File: src/rtl/cache_arb_pkg.sv
// Shared types and constants for the two-port cache refill arbiter.
//   port_id_t         : identifies a requesting cache port
//   PORT_ICACHE/DCACHE: port 0 (icache refill) and port 1 (dcache refill)
//   MAX_OUTSTANDING_*  : legal range for the outstanding-transaction depth
package cache_arb_pkg;

  typedef logic port_id_t;

  localparam port_id_t PORT_ICACHE = 1'b0;
  localparam port_id_t PORT_DCACHE = 1'b1;

  localparam int unsigned MAX_OUTSTANDING_MIN = 1;
  localparam int unsigned MAX_OUTSTANDING_MAX = 8;

  function automatic port_id_t other_port(port_id_t p);
    return ~p;
  endfunction

endpackage

File: src/rtl/cache_mem_arbiter_if.sv
// Bundle of the two cache request ports, the shared memory port and the error flag.
//   slave  : arbiter view (cache requests and memory responses in; grants, responses,
//            memory request and err_o out)
//   master : environment view (caches and memory model), the mirror image
interface cache_mem_arbiter_if #(
  parameter int unsigned ADDR_WIDTH = 32,
  parameter int unsigned DATA_WIDTH = 32
);
  logic                    port0_req_i,    port1_req_i;
  logic                    port0_gnt_o,    port1_gnt_o;
  logic                    port0_rvalid_o, port1_rvalid_o;
  logic [ADDR_WIDTH-1:0]   port0_addr_i,   port1_addr_i;
  logic                    port0_we_i,     port1_we_i;
  logic [DATA_WIDTH/8-1:0] port0_be_i,     port1_be_i;
  logic [DATA_WIDTH-1:0]   port0_wdata_i,  port1_wdata_i;
  logic [DATA_WIDTH-1:0]   port0_rdata_o,  port1_rdata_o;
  logic                    port0_lock_i,   port1_lock_i;

  logic                    mem_req_o;
  logic                    mem_gnt_i;
  logic                    mem_rvalid_i;
  logic [ADDR_WIDTH-1:0]   mem_addr_o;
  logic                    mem_we_o;
  logic [DATA_WIDTH/8-1:0] mem_be_o;
  logic [DATA_WIDTH-1:0]   mem_wdata_o;
  logic [DATA_WIDTH-1:0]   mem_rdata_i;

  logic                    err_o;

  modport slave (
    input  port0_req_i, port0_addr_i, port0_we_i, port0_be_i, port0_wdata_i, port0_lock_i,
    input  port1_req_i, port1_addr_i, port1_we_i, port1_be_i, port1_wdata_i, port1_lock_i,
    output port0_gnt_o, port0_rvalid_o, port0_rdata_o,
    output port1_gnt_o, port1_rvalid_o, port1_rdata_o,
    output mem_req_o, mem_addr_o, mem_we_o, mem_be_o, mem_wdata_o,
    input  mem_gnt_i, mem_rvalid_i, mem_rdata_i,
    output err_o
  );

  modport master (
    output port0_req_i, port0_addr_i, port0_we_i, port0_be_i, port0_wdata_i, port0_lock_i,
    output port1_req_i, port1_addr_i, port1_we_i, port1_be_i, port1_wdata_i, port1_lock_i,
    input  port0_gnt_o, port0_rvalid_o, port0_rdata_o,
    input  port1_gnt_o, port1_rvalid_o, port1_rdata_o,
    input  mem_req_o, mem_addr_o, mem_we_o, mem_be_o, mem_wdata_o,
    output mem_gnt_i, mem_rvalid_i, mem_rdata_i,
    input  err_o
  );

endinterface

File: src/rtl/arb_id_fifo.sv
// In-order FIFO of port IDs for granted-but-unanswered memory transactions.
//   clk_i, rst_ni : clock, synchronous active-low reset
//   push_i/push_id_i : enqueue the granted port ID
//   pop_i            : dequeue the head (response returned)
//   head_o           : port ID owed the next response
//   full_o/empty_o   : occupancy flags
// Push and pop may coincide in any state, including full; the caller never pushes
// into a full FIFO without popping, nor pops an empty one.
module arb_id_fifo
  import cache_arb_pkg::*;
#(
  parameter int unsigned Depth = 2
) (
  input  logic     clk_i,
  input  logic     rst_ni,
  input  logic     push_i,
  input  port_id_t push_id_i,
  input  logic     pop_i,
  output port_id_t head_o,
  output logic     full_o,
  output logic     empty_o
);

  localparam int unsigned PtrW = (Depth > 1) ? $clog2(Depth) : 1;
  localparam int unsigned CntW = $clog2(Depth + 1);

  port_id_t        mem_q [Depth];
  logic [PtrW-1:0] wr_ptr_q, wr_ptr_d;
  logic [PtrW-1:0] rd_ptr_q, rd_ptr_d;
  logic [CntW-1:0] cnt_q, cnt_d;

  function automatic logic [PtrW-1:0] ptr_inc(logic [PtrW-1:0] p);
    return (p == PtrW'(Depth - 1)) ? '0 : p + 1'b1;
  endfunction

  always_comb begin
    wr_ptr_d = push_i ? ptr_inc(wr_ptr_q) : wr_ptr_q;
    rd_ptr_d = pop_i ? ptr_inc(rd_ptr_q) : rd_ptr_q;
    cnt_d    = cnt_q;
    case ({push_i, pop_i})
      2'b10:   cnt_d = cnt_q + 1'b1;
      2'b01:   cnt_d = cnt_q - 1'b1;
      default: cnt_d = cnt_q;
    endcase
  end

  always_ff @(posedge clk_i) begin
    if (!rst_ni) begin
      wr_ptr_q <= '0;
      rd_ptr_q <= '0;
      cnt_q    <= '0;
    end else begin
      wr_ptr_q <= wr_ptr_d;
      rd_ptr_q <= rd_ptr_d;
      cnt_q    <= cnt_d;
    end
  end

  // Storage needs no reset: entries are only read while counted valid.
  always_ff @(posedge clk_i) begin
    if (push_i) begin
      mem_q[wr_ptr_q] <= push_id_i;
    end
  end

  assign head_o  = mem_q[rd_ptr_q];
  assign full_o  = (cnt_q == CntW'(Depth));
  assign empty_o = (cnt_q == '0);

endmodule

File: src/rtl/cache_mem_arbiter.sv
// Two-port round-robin arbiter sharing one memory port between icache (port 0) and
// dcache (port 1) refills. Requests pass through combinationally; an ID FIFO of depth
// MAX_OUTSTANDING steers in-order responses back to the issuing port.
//   clk, rst_n : clock, synchronous active-low reset (all outputs 0 while low)
//   bus        : cache_mem_arbiter_if.slave (cache ports, memory port, err_o)
// Build option CACHE_ARB_LOCK_EN: portN_lock_i holds arbitration on port N for a burst.
// Without it lock inputs are ignored and arbitration is pure round-robin.
module cache_mem_arbiter
  import cache_arb_pkg::*;
#(
  parameter int unsigned ADDR_WIDTH      = 32,
  parameter int unsigned DATA_WIDTH      = 32,
  parameter int unsigned MAX_OUTSTANDING = 2
) (
  input logic                clk,
  input logic                rst_n,
  cache_mem_arbiter_if.slave bus
);

  localparam int unsigned FifoDepth = (MAX_OUTSTANDING > MAX_OUTSTANDING_MAX) ?
                                      MAX_OUTSTANDING_MAX : MAX_OUTSTANDING;

  logic [1:0]              req;
  port_id_t                sel, head;
  port_id_t                rr_q, rr_d;
  logic                    pend_v_q, pend_v_d;
  port_id_t                pend_port_q, pend_port_d;
  logic                    err_q, err_d;
  logic                    full, empty, pop, fwd, hs;
  logic                    lock_act;
  port_id_t                lock_sel;
  logic [ADDR_WIDTH-1:0]   sel_addr;
  logic                    sel_we;
  logic [DATA_WIDTH/8-1:0] sel_be;
  logic [DATA_WIDTH-1:0]   sel_wdata;

  assign req = {bus.port1_req_i, bus.port0_req_i};

`ifdef CACHE_ARB_LOCK_EN
  logic       lock_v_q, lock_v_d;
  port_id_t   lock_port_q, lock_port_d;
  logic [1:0] lock_in;

  assign lock_in  = {bus.port1_lock_i, bus.port0_lock_i};
  // Lock only binds while its owner keeps requesting; dropping req releases it.
  assign lock_act = lock_v_q & req[lock_port_q];
  assign lock_sel = lock_port_q;

  always_comb begin
    lock_v_d    = lock_v_q;
    lock_port_d = lock_port_q;
    if (lock_v_q && !req[lock_port_q]) begin
      lock_v_d = 1'b0;
    end
    if (hs) begin
      if (lock_in[sel]) begin
        lock_v_d    = 1'b1;
        lock_port_d = sel;
      end else if (lock_v_q && sel == lock_port_q) begin
        lock_v_d = 1'b0;
      end
    end
  end

  always_ff @(posedge clk) begin
    if (!rst_n) begin
      lock_v_q    <= 1'b0;
      lock_port_q <= PORT_ICACHE;
    end else begin
      lock_v_q    <= lock_v_d;
      lock_port_q <= lock_port_d;
    end
  end
`else
  logic unused_lock;
  assign unused_lock = bus.port0_lock_i ^ bus.port1_lock_i;
  assign lock_act    = 1'b0;
  assign lock_sel    = PORT_ICACHE;
`endif

  // Priority: active lock, then a request already shown to memory but not granted
  // (must not be swapped out), then lone requester, then round-robin.
  always_comb begin
    sel = PORT_ICACHE;
    if (lock_act) begin
      sel = lock_sel;
    end else if (pend_v_q && req[pend_port_q]) begin
      sel = pend_port_q;
    end else if (&req) begin
      sel = rr_q;
    end else if (req[PORT_DCACHE]) begin
      sel = PORT_DCACHE;
    end
  end

  always_comb begin
    sel_addr  = bus.port0_addr_i;
    sel_we    = bus.port0_we_i;
    sel_be    = bus.port0_be_i;
    sel_wdata = bus.port0_wdata_i;
    if (sel == PORT_DCACHE) begin
      sel_addr  = bus.port1_addr_i;
      sel_we    = bus.port1_we_i;
      sel_be    = bus.port1_be_i;
      sel_wdata = bus.port1_wdata_i;
    end
  end

  // A response popping this cycle frees a slot, so a full FIFO still forwards.
  assign pop = rst_n & bus.mem_rvalid_i & ~empty;
  assign fwd = rst_n & (|req) & (~full | pop);
  assign hs  = fwd & bus.mem_gnt_i;

  always_comb begin
    rr_d        = (hs && !lock_act) ? other_port(sel) : rr_q;
    pend_v_d    = pend_v_q;
    pend_port_d = pend_port_q;
    if (fwd) begin
      pend_v_d    = ~bus.mem_gnt_i;
      pend_port_d = sel;
    end else if (pend_v_q && !req[pend_port_q]) begin
      pend_v_d = 1'b0;
    end
    err_d = err_q | (bus.mem_rvalid_i & empty);
  end

  always_ff @(posedge clk) begin
    if (!rst_n) begin
      rr_q        <= PORT_ICACHE;
      pend_v_q    <= 1'b0;
      pend_port_q <= PORT_ICACHE;
      err_q       <= 1'b0;
    end else begin
      rr_q        <= rr_d;
      pend_v_q    <= pend_v_d;
      pend_port_q <= pend_port_d;
      err_q       <= err_d;
    end
  end

  arb_id_fifo #(
    .Depth (FifoDepth)
  ) u_id_fifo (
    .clk_i     (clk),
    .rst_ni    (rst_n),
    .push_i    (hs),
    .push_id_i (sel),
    .pop_i     (pop),
    .head_o    (head),
    .full_o    (full),
    .empty_o   (empty)
  );

  assign bus.mem_req_o      = fwd;
  assign bus.mem_addr_o     = rst_n ? sel_addr : '0;
  assign bus.mem_we_o       = rst_n & sel_we;
  assign bus.mem_be_o       = rst_n ? sel_be : '0;
  assign bus.mem_wdata_o    = rst_n ? sel_wdata : '0;

  assign bus.port0_gnt_o    = hs & (sel == PORT_ICACHE);
  assign bus.port1_gnt_o    = hs & (sel == PORT_DCACHE);
  assign bus.port0_rvalid_o = pop & (head == PORT_ICACHE);
  assign bus.port1_rvalid_o = pop & (head == PORT_DCACHE);
  assign bus.port0_rdata_o  = (pop && head == PORT_ICACHE) ? bus.mem_rdata_i : '0;
  assign bus.port1_rdata_o  = (pop && head == PORT_DCACHE) ? bus.mem_rdata_i : '0;
  assign bus.err_o          = rst_n & err_q;

endmodule

File: src/flat_wrapper.sv
// flat-port wrapper written by rule: the top's interface ports become plain ports
module cache_mem_arbiter_flat import cache_arb_pkg::*;
#(
  parameter int unsigned ADDR_WIDTH      = 32,
  parameter int unsigned DATA_WIDTH      = 32,
  parameter int unsigned MAX_OUTSTANDING = 2
)
  (clk, rst_n, bus_port0_req_i, bus_port0_addr_i, bus_port0_we_i, bus_port0_be_i, bus_port0_wdata_i, bus_port0_lock_i, bus_port1_req_i, bus_port1_addr_i, bus_port1_we_i, bus_port1_be_i, bus_port1_wdata_i, bus_port1_lock_i, bus_port0_gnt_o, bus_port0_rvalid_o, bus_port0_rdata_o, bus_port1_gnt_o, bus_port1_rvalid_o, bus_port1_rdata_o, bus_mem_req_o, bus_mem_addr_o, bus_mem_we_o, bus_mem_be_o, bus_mem_wdata_o, bus_mem_gnt_i, bus_mem_rvalid_i, bus_mem_rdata_i, bus_err_o);
  cache_mem_arbiter_if #(.ADDR_WIDTH(ADDR_WIDTH), .DATA_WIDTH(DATA_WIDTH)) bus_i ();
  input logic clk;
  input logic rst_n;
  input wire logic [$bits(bus_i.port0_req_i)-1:0] bus_port0_req_i;
  input wire logic [$bits(bus_i.port0_addr_i)-1:0] bus_port0_addr_i;
  input wire logic [$bits(bus_i.port0_we_i)-1:0] bus_port0_we_i;
  input wire logic [$bits(bus_i.port0_be_i)-1:0] bus_port0_be_i;
  input wire logic [$bits(bus_i.port0_wdata_i)-1:0] bus_port0_wdata_i;
  input wire logic [$bits(bus_i.port0_lock_i)-1:0] bus_port0_lock_i;
  input wire logic [$bits(bus_i.port1_req_i)-1:0] bus_port1_req_i;
  input wire logic [$bits(bus_i.port1_addr_i)-1:0] bus_port1_addr_i;
  input wire logic [$bits(bus_i.port1_we_i)-1:0] bus_port1_we_i;
  input wire logic [$bits(bus_i.port1_be_i)-1:0] bus_port1_be_i;
  input wire logic [$bits(bus_i.port1_wdata_i)-1:0] bus_port1_wdata_i;
  input wire logic [$bits(bus_i.port1_lock_i)-1:0] bus_port1_lock_i;
  output wire logic [$bits(bus_i.port0_gnt_o)-1:0] bus_port0_gnt_o;
  output wire logic [$bits(bus_i.port0_rvalid_o)-1:0] bus_port0_rvalid_o;
  output wire logic [$bits(bus_i.port0_rdata_o)-1:0] bus_port0_rdata_o;
  output wire logic [$bits(bus_i.port1_gnt_o)-1:0] bus_port1_gnt_o;
  output wire logic [$bits(bus_i.port1_rvalid_o)-1:0] bus_port1_rvalid_o;
  output wire logic [$bits(bus_i.port1_rdata_o)-1:0] bus_port1_rdata_o;
  output wire logic [$bits(bus_i.mem_req_o)-1:0] bus_mem_req_o;
  output wire logic [$bits(bus_i.mem_addr_o)-1:0] bus_mem_addr_o;
  output wire logic [$bits(bus_i.mem_we_o)-1:0] bus_mem_we_o;
  output wire logic [$bits(bus_i.mem_be_o)-1:0] bus_mem_be_o;
  output wire logic [$bits(bus_i.mem_wdata_o)-1:0] bus_mem_wdata_o;
  input wire logic [$bits(bus_i.mem_gnt_i)-1:0] bus_mem_gnt_i;
  input wire logic [$bits(bus_i.mem_rvalid_i)-1:0] bus_mem_rvalid_i;
  input wire logic [$bits(bus_i.mem_rdata_i)-1:0] bus_mem_rdata_i;
  output wire logic [$bits(bus_i.err_o)-1:0] bus_err_o;
  assign bus_i.port0_req_i = bus_port0_req_i;
  assign bus_i.port0_addr_i = bus_port0_addr_i;
  assign bus_i.port0_we_i = bus_port0_we_i;
  assign bus_i.port0_be_i = bus_port0_be_i;
  assign bus_i.port0_wdata_i = bus_port0_wdata_i;
  assign bus_i.port0_lock_i = bus_port0_lock_i;
  assign bus_i.port1_req_i = bus_port1_req_i;
  assign bus_i.port1_addr_i = bus_port1_addr_i;
  assign bus_i.port1_we_i = bus_port1_we_i;
  assign bus_i.port1_be_i = bus_port1_be_i;
  assign bus_i.port1_wdata_i = bus_port1_wdata_i;
  assign bus_i.port1_lock_i = bus_port1_lock_i;
  assign bus_port0_gnt_o = bus_i.port0_gnt_o;
  assign bus_port0_rvalid_o = bus_i.port0_rvalid_o;
  assign bus_port0_rdata_o = bus_i.port0_rdata_o;
  assign bus_port1_gnt_o = bus_i.port1_gnt_o;
  assign bus_port1_rvalid_o = bus_i.port1_rvalid_o;
  assign bus_port1_rdata_o = bus_i.port1_rdata_o;
  assign bus_mem_req_o = bus_i.mem_req_o;
  assign bus_mem_addr_o = bus_i.mem_addr_o;
  assign bus_mem_we_o = bus_i.mem_we_o;
  assign bus_mem_be_o = bus_i.mem_be_o;
  assign bus_mem_wdata_o = bus_i.mem_wdata_o;
  assign bus_i.mem_gnt_i = bus_mem_gnt_i;
  assign bus_i.mem_rvalid_i = bus_mem_rvalid_i;
  assign bus_i.mem_rdata_i = bus_mem_rdata_i;
  assign bus_err_o = bus_i.err_o;
  cache_mem_arbiter #(.ADDR_WIDTH(ADDR_WIDTH), .DATA_WIDTH(DATA_WIDTH), .MAX_OUTSTANDING(MAX_OUTSTANDING)) u_core (.clk(clk), .rst_n(rst_n), .bus(bus_i));
endmodule
File: config.mk
export PLATFORM = sky130hd
export DESIGN_NAME = cache_mem_arbiter_flat
export DESIGN_NICKNAME = d
export VERILOG_FILES = /design/src/rtl/cache_arb_pkg.sv /design/src/rtl/cache_mem_arbiter_if.sv /design/src/rtl/arb_id_fifo.sv /design/src/rtl/cache_mem_arbiter.sv /design/src/flat_wrapper.sv
export SDC_FILE = /design/constraint.sdc
export NUM_CORES = 1
export LEC_CHECK = 0
export ABC_AREA = 1
export CAP_MARGIN = 0
export CORE_AREA = 5 5 121 123
export CTS_CLUSTER_DIAMETER = 80
export DETAILED_ROUTE_END_ITERATION = 10
export DIE_AREA = 0 0 126 128
export PLACE_DENSITY = 0.71
export SLEW_MARGIN = 0
export SYNTH_ARGS = -nofsm -noshare
export SYNTH_HDL_FRONTEND = slang
export SYNTH_HIERARCHICAL = 1
export SYNTH_SLANG_ARGS = --single-unit
File: constraint.sdc
create_clock -name clk -period 2 [get_ports clk]
set_clock_uncertainty 0.15 [all_clocks]
set_input_delay 0.6 -clock clk [delete_from_list [all_inputs] [get_ports clk]]
set_output_delay 0.6 -clock clk [all_outputs]
set_load 0.02 [all_outputs]
==> results of run 1 <==
## area by class of cell
type,instances,area (sq um)
flip-flops and latches,11,246.5
fillers,1149,5251
repair buffers,384,4414
inverters,54,240.2
multi-input cells,393,3102
well taps,180,225.2
clock buffers,4,78.83
## worst reg2reg max path, delay by kind of cell (launching register included)
family                   cells  cell delay (ns)
adder cells (fa/ha/maj)      1             0.26
AND/OR/NAND/NOR              8             0.58
buffers and inverters        7             0.56
flip-flops                   1             0.34
## routing by layer
layer  wire [um]  vias up
met5           0        -
met4         190        0
met2        8752      225
met1        5962     1990
li1            -     2200
met3        1700       12
## placed cells by master, fill, tap and decap left out, drive strengths merged
cell           netlist  routed
nand3b              69      69
nand4                1       1
a21oi                3       3
edfxtp               2       2
nor2               222     222
nand3                5       5
clkbuf              19      10
inv                 54      52
nand2               89      89
dlygate4sd2          0       1
mux2                 1       1
clkinv               0       2
o21ai                2       2
buf                 16     207
clkdlybuf4s50        0     170
ha                   1       1
dfxtp                9       9
## sequential cells by signal, indices dropped and copies added, names as in the netlist, named ones only
name	flops
u_core/u_id_fifo/wr_ptr_q	1
u_core/u_id_fifo/rd_ptr_q	1
u_core/u_id_fifo/cnt_q	2
u_core/rr_q	1
u_core/pend_port_q	1
u_core/u_id_fifo/mem_q	2
u_core/pend_v_q	1
u_core/err_q	1
## cell families after synthesis
family	after synthesis	synth area share, %
fa+ha+maj	1	0.5218
compound gates	5	1.201
mux	1	0.4697
simple gates	386	72.44
buf+inv	89	15.34
flops	11	10.02
## worst max path at each step
stage	from	end	slack (ns)	cells past startpoint
6_report	bus_port0_req_i	bus_mem_addr_o[31]	-0.45	12
5_1_grt	bus_port0_req_i	bus_mem_addr_o[27]	-0.50	12
4_1_cts	bus_port1_req_i	bus_mem_addr_o[28]	-0.45	12
3_5_place_dp	bus_port0_req_i	bus_mem_wdata_o[29]	-1.45	9
3_3_place_gp	bus_port0_req_i	bus_mem_wdata_o[29]	-1.43	9
2_1_floorplan	bus_port1_req_i	bus_mem_wdata_o[23]	-0.20	10
## synthesized netlist by cell type, drive strengths merged
library cell,n
inv,54
mux2,1
nor2,222
edfxtp,2
clkbuf,19
o21ai,2
nand2,89
nand3,5
a21oi,3
ha,1
buf,16
nand3b,69
nand4,1
dfxtp,9
## where the power goes
part	switching, mW	internal, mW
logic	0.898	1.03
registers	0.0121	0.245
clock network	0.102	0.268
total	1.01	1.54
## stage by stage
step                hold WS [ns]  cells  TNS (ns)
finish                    0.3447   1026    -45.96
global route              0.3840   1026    -55.28
CTS                       0.3488   1020    -47.77
detailed placement        0.3379    992   -177.07
global placement          0.3287    992   -175.51
floorplan                 0.2714    493    -16.24
## repair_timing
action,4_1_cts,5_1_grt
buffers inserted,15,8
resized for setup,992,66
setup endpoints to repair,144,141
hold buffers,0,0
pin swaps,24,38
gates cloned,10,6
==> run summary, run 1 <==
Routed vias/inst: 4.315
H-Tree Depth: 1
CP max-delay cell: buf_12
Fin crit share: 122.3%
Reg-to-reg endpoint: u_core/u_id_fifo/cnt_q[1]
Port-buffer cells: 314
Leak pwr: 3.523 nW
TritonCTS buffer count: 3
RSZ-0062 raised after global routing: true
Latest clock arrival within the worst-skew pair: 0.24 ns
Grt total ovfl: 0
Leading area contributor after synthesis: nor2_1
Synth top area cells: nor2_1 (35%), nand3b_1 (22%), nand2_1 (14%), inv_1 (8.0%), dfxtp_1 (7.5%)
Vias in the first global route: 4,452
Largest net degree at the start of global routing: 58
Post-DRT Antenna Nets: 0
WL/cell: 16.18 um
Initial Utilization: 17.68%
# setup viols final: 137
CP Class: in2out
Worst-path cell chain: buf_12, inv_8, nand2_4, nand3_4, nand2_4, nand2_4, inv_8, buf_12, buf_12, nor2_4, nor2_4, buf_6
Worst EP arrival: 1.70 ns
First-pass GRT wire length: 23,490 um
Pwr per Cell Area: 307.6 mW/mm^2
Nets: 1,026
Root Driver: clkbuf_16
HPWL Detailed: 11,800 um
Total of max-cap violations: 0
Hold WC Path Type: reg2reg
Total track usage: 17.96%
Residual DRC: 0
Worst-path fanout max: 8
Syn Area/Cell: 4.863 sq um
First DRT Iteration DRCs: 145
Synth warnings: 6
Maximum vdd drop: 0.0002318 V
Worst-Margin Slew: 0.2728 ns
CTS sink cnt: 11
Area grow syn2layout: 246.5%
Required time worst endpoint: 1.25 ns
Die X: 126 um
FMAX: 408.8 MHz
Cells after synthesis: 493
Synthesized flop and latch total: 11
Met1 Use GR: 19.75%
Status: complete, but fails checks
Final setup margin: -0.4463 ns
Total power: 2.556 mW
Number of buffers and inverters on the critical path: 6
Total number of vias: 4,427
Post-placement worst setup slack: -1.446 ns
Final WL: 16,610 um
GR Layer Usage met2: 33.77%
CTS tree: built
R2R depth: 16
Die area: 0.01613 sq mm
Clock tree buffer depth: 2
DP Area: 0.006819 sq mm
Worst r2r src: u_core/u_id_fifo/cnt_q[1]
CP top delay family: buffers and inverters
Most used routing layer: met2
Fraction of layout cells with a size suffix above 1: 54.96%
Cell variety after synth: 22
Router iterations before antenna repair: 5
Cell Rows: 43
Syn nets: 672
Met3 Use GR: 6.042%
Tmin final: 2.446 ns
Post-route cell area: 0.008307 sq mm
Crit end category: primary output
I/O Pins: 317
Synthesized cell area: 0.002397 sq mm
Die Height: 128 um
Failing checks: negative setup slack
Final core utilization: 61.27%
Post-synthesis sequential area ratio: 10.02%
Worst path max stage delay: 0.17 ns
Initial antenna violation count: 0
Final RePlAce weighted congestion: 0.8396
# diodes: 0
Worst slew margin: 81.82%
Core area: 0.01356 sq mm
Final Hold Viols: 0
CP Launch Type: input pin
Clock Pin Slew Worst Setup and Hold Paths: 0.04 ns
Hold Crit Start: u_core/u_id_fifo/rd_ptr_q
Hold path cells: 2
Flop-to-flop setup slack: 0 ns
Area share of the largest cell type after synthesis: 34.76%
Max Slew Vio Count: 0
(Power assumes the default switching activity.)
==> inputs of run 2 (changes only) <==
--- a/config.mk
+++ b/config.mk
@@ -12,6 +12,7 @@
 export DETAILED_ROUTE_END_ITERATION = 10
 export DIE_AREA = 0 0 126 128
 export PLACE_DENSITY = 0.71
+export RECOVER_POWER = 100
 export SLEW_MARGIN = 0
 export SYNTH_ARGS = -nofsm -noshare
 export SYNTH_HDL_FRONTEND = slang
==> run 2 against run 1 <==
  * The run still ends with negative setup slack left
  * Sequential share of layout area hardly changed
  * Core utilization is 0.33 points lower
  * Global-route usage stayed put
  * Critical path type unchanged
  * Flip-flop and latch count stayed put
==> run summary, run 2 (same netlist as run 1, synthesis figures left out) <==
R2R depth: 16
Met3 WL: 1718 um
Worst-path fanout max: 8
Non-filler instance count after layout: 1,026
Most common cell after layout, fill and taps aside: clkdlybuf4s50_1
CP Class: in2out
Final setup margin: -0.4446 ns
Largest net degree at the start of global routing: 58
I/O Pins: 317
Final core utilization: 60.94%
# setup viols final: 139
Regs by FF count: u_core/u_id_fifo/cnt_q x2, u_core/u_id_fifo/mem_q x2
Die area: 0.01613 sq mm
Flop-to-flop setup slack: -0.28 ns
Hold slack: 0.3446 ns
Maximum vdd drop: 0.0002336 V
FMAX: 409.1 MHz
RSZ-0062 raised after global routing: true
CP top delay family: buffers and inverters
Die X: 126 um
Reg-to-reg endpoint: u_core/u_id_fifo/cnt_q[1]
Vias in the first global route: 4,452
Levels on crit path: 12
H-Tree Depth: 1
# diodes: 0
Worst slew margin: 68.87%
Core area: 0.01356 sq mm
Final WL: 16,670 um
Hold_buf cts: 0
Highest metal used: met4
Met1 wire length: 6015 um
Residual DRC: 0
Port-buffer cells: 314
WL/cell: 16.25 um
Latest clock arrival within the worst-skew pair: 0.24 ns
Worst EP arrival: 1.69 ns
CTS tree: built
Cell Rows: 43
Router iterations before antenna repair: 7
Initial Utilization: 17.68%
Post-placement worst setup slack: -1.446 ns
CP Launch Type: input pin
CTS sink cnt: 11
HPWL Detailed: 11,800 um
Total track usage: 17.96%
Metal2 WL: 8738 um
Crit end category: primary output
Total of max-cap violations: 0
Number of buffers and inverters on the critical path: 6
DP Area: 0.006819 sq mm
Worst-path cell chain: buf_12, inv_8, nand2_4, nand3_4, nand2_4, nand2_4, inv_8, buf_12, buf_12, nor2_4, nor2_4, buf_6
Fraction of layout cells with a size suffix above 1: 54.26%
Hold WC Path Type: reg2reg
Max Slew Vio Count: 0
Die Height: 128 um
Nets: 1,026
First-pass GRT wire length: 23,490 um
Clock tree buffer depth: 2
Routed vias/inst: 4.327
Post-route cell area: 0.008262 sq mm
Worst path max stage delay: 0.17 ns
Root Driver: clkbuf_16
CP max-delay cell: buf_12
TritonCTS buffer count: 3
Pwr per Cell Area: 308.2 mW/mm^2
Initial antenna violation count: 0
Inst Count DP: 992
Area grow syn2layout: 244.6%
First DRT Iteration DRCs: 147
Leak pwr: 3.502 nW
Hold Crit Start: u_core/u_id_fifo/rd_ptr_q
Grt total ovfl: 0
Failing checks: negative setup slack
Final setup TNS: -47.40 ns
Fin crit share: 122.2%
Final Hold Viols: 0
Post-DRT Antenna Nets: 0
Final RePlAce weighted congestion: 0.8396
Status: complete, but fails checks
Clock Pin Slew Worst Setup and Hold Paths: 0.04 ns
Worst-Margin Slew: 0.4670 ns
Required time worst endpoint: 1.25 ns
Total number of vias: 4,440
Hold path cells: 2
Most frequent cells in the layout: clkdlybuf4s50_1 (170), buf_6 (135), nor2_4 (133), nand2_1 (75), nor2_2 (75)
Total power: 2.546 mW
Tmin final: 2.445 ns
Worst r2r src: u_core/u_id_fifo/cnt_q[1]
[run 2: timing repair]
action                     4_1_cts  5_1_grt
setup buffers                   15        8
gates resized for setup        992       66
setup endpoints to repair      144      141
pin swaps                       24       38
cloned                          10        6
[run 2: layout make-up]
class                           instances  area [sq um]
Multi-Input combinational cell        393          3094
Timing Repair Buffer                  384          4378
Sequential cell                        11         245.2
Clock buffer                            4         78.83
Inverter                               54         240.2
Tap cell                              180         225.2
Fill cell                            1158          5296
[run 2: power by group]
group,total [mW],internal (mW),switching (mW),leakage (nW)
Combinational,1.92,1.02,0.897,3.37
Clock,0.370,0.268,0.102,0.0382
Sequential,0.257,0.245,0.0122,0.0941
[run 2: tightest hold or removal path, delay by kind of cell, from the launching register on]
family | cells | cell delay [ns]
DFF | 1 | 0.32
and+or+nand+nor | 2 | 0.14
[run 2: worst max path at each step]
stage	startpoint	end	slack (ns)
3_3_place_gp	bus_port0_req_i	bus_mem_wdata_o[29]	-1.43
2_1_floorplan	bus_port1_req_i	bus_mem_wdata_o[23]	-0.20
3_5_place_dp	bus_port0_req_i	bus_mem_wdata_o[29]	-1.45
5_1_grt	bus_port0_req_i	bus_mem_addr_o[27]	-0.50
4_1_cts	bus_port1_req_i	bus_mem_addr_o[28]	-0.45
6_report	bus_port0_req_i	bus_mem_addr_o[31]	-0.44
[run 2: routing by layer]
layer | up-vias | global-route usage [%]
li1 | 2198 | -
met1 | 1992 | 19.75
met2 | 234 | 33.77
met3 | 16 | 6.042
met4 | 0 | 3.281
met5 | - | 0
==> inputs of run 3 (changes only) <==
--- a/config.mk
+++ b/config.mk
@@ -11,6 +11,7 @@
 export CTS_CLUSTER_DIAMETER = 80
 export DETAILED_ROUTE_END_ITERATION = 10
 export DIE_AREA = 0 0 126 128
+export HOLD_SLACK_MARGIN = 0.05
 export PLACE_DENSITY = 0.71
 export RECOVER_POWER = 100
 export SLEW_MARGIN = 0
==> results of run 3 <==
Final layout, timing and power as in run 2 (identical DEF).
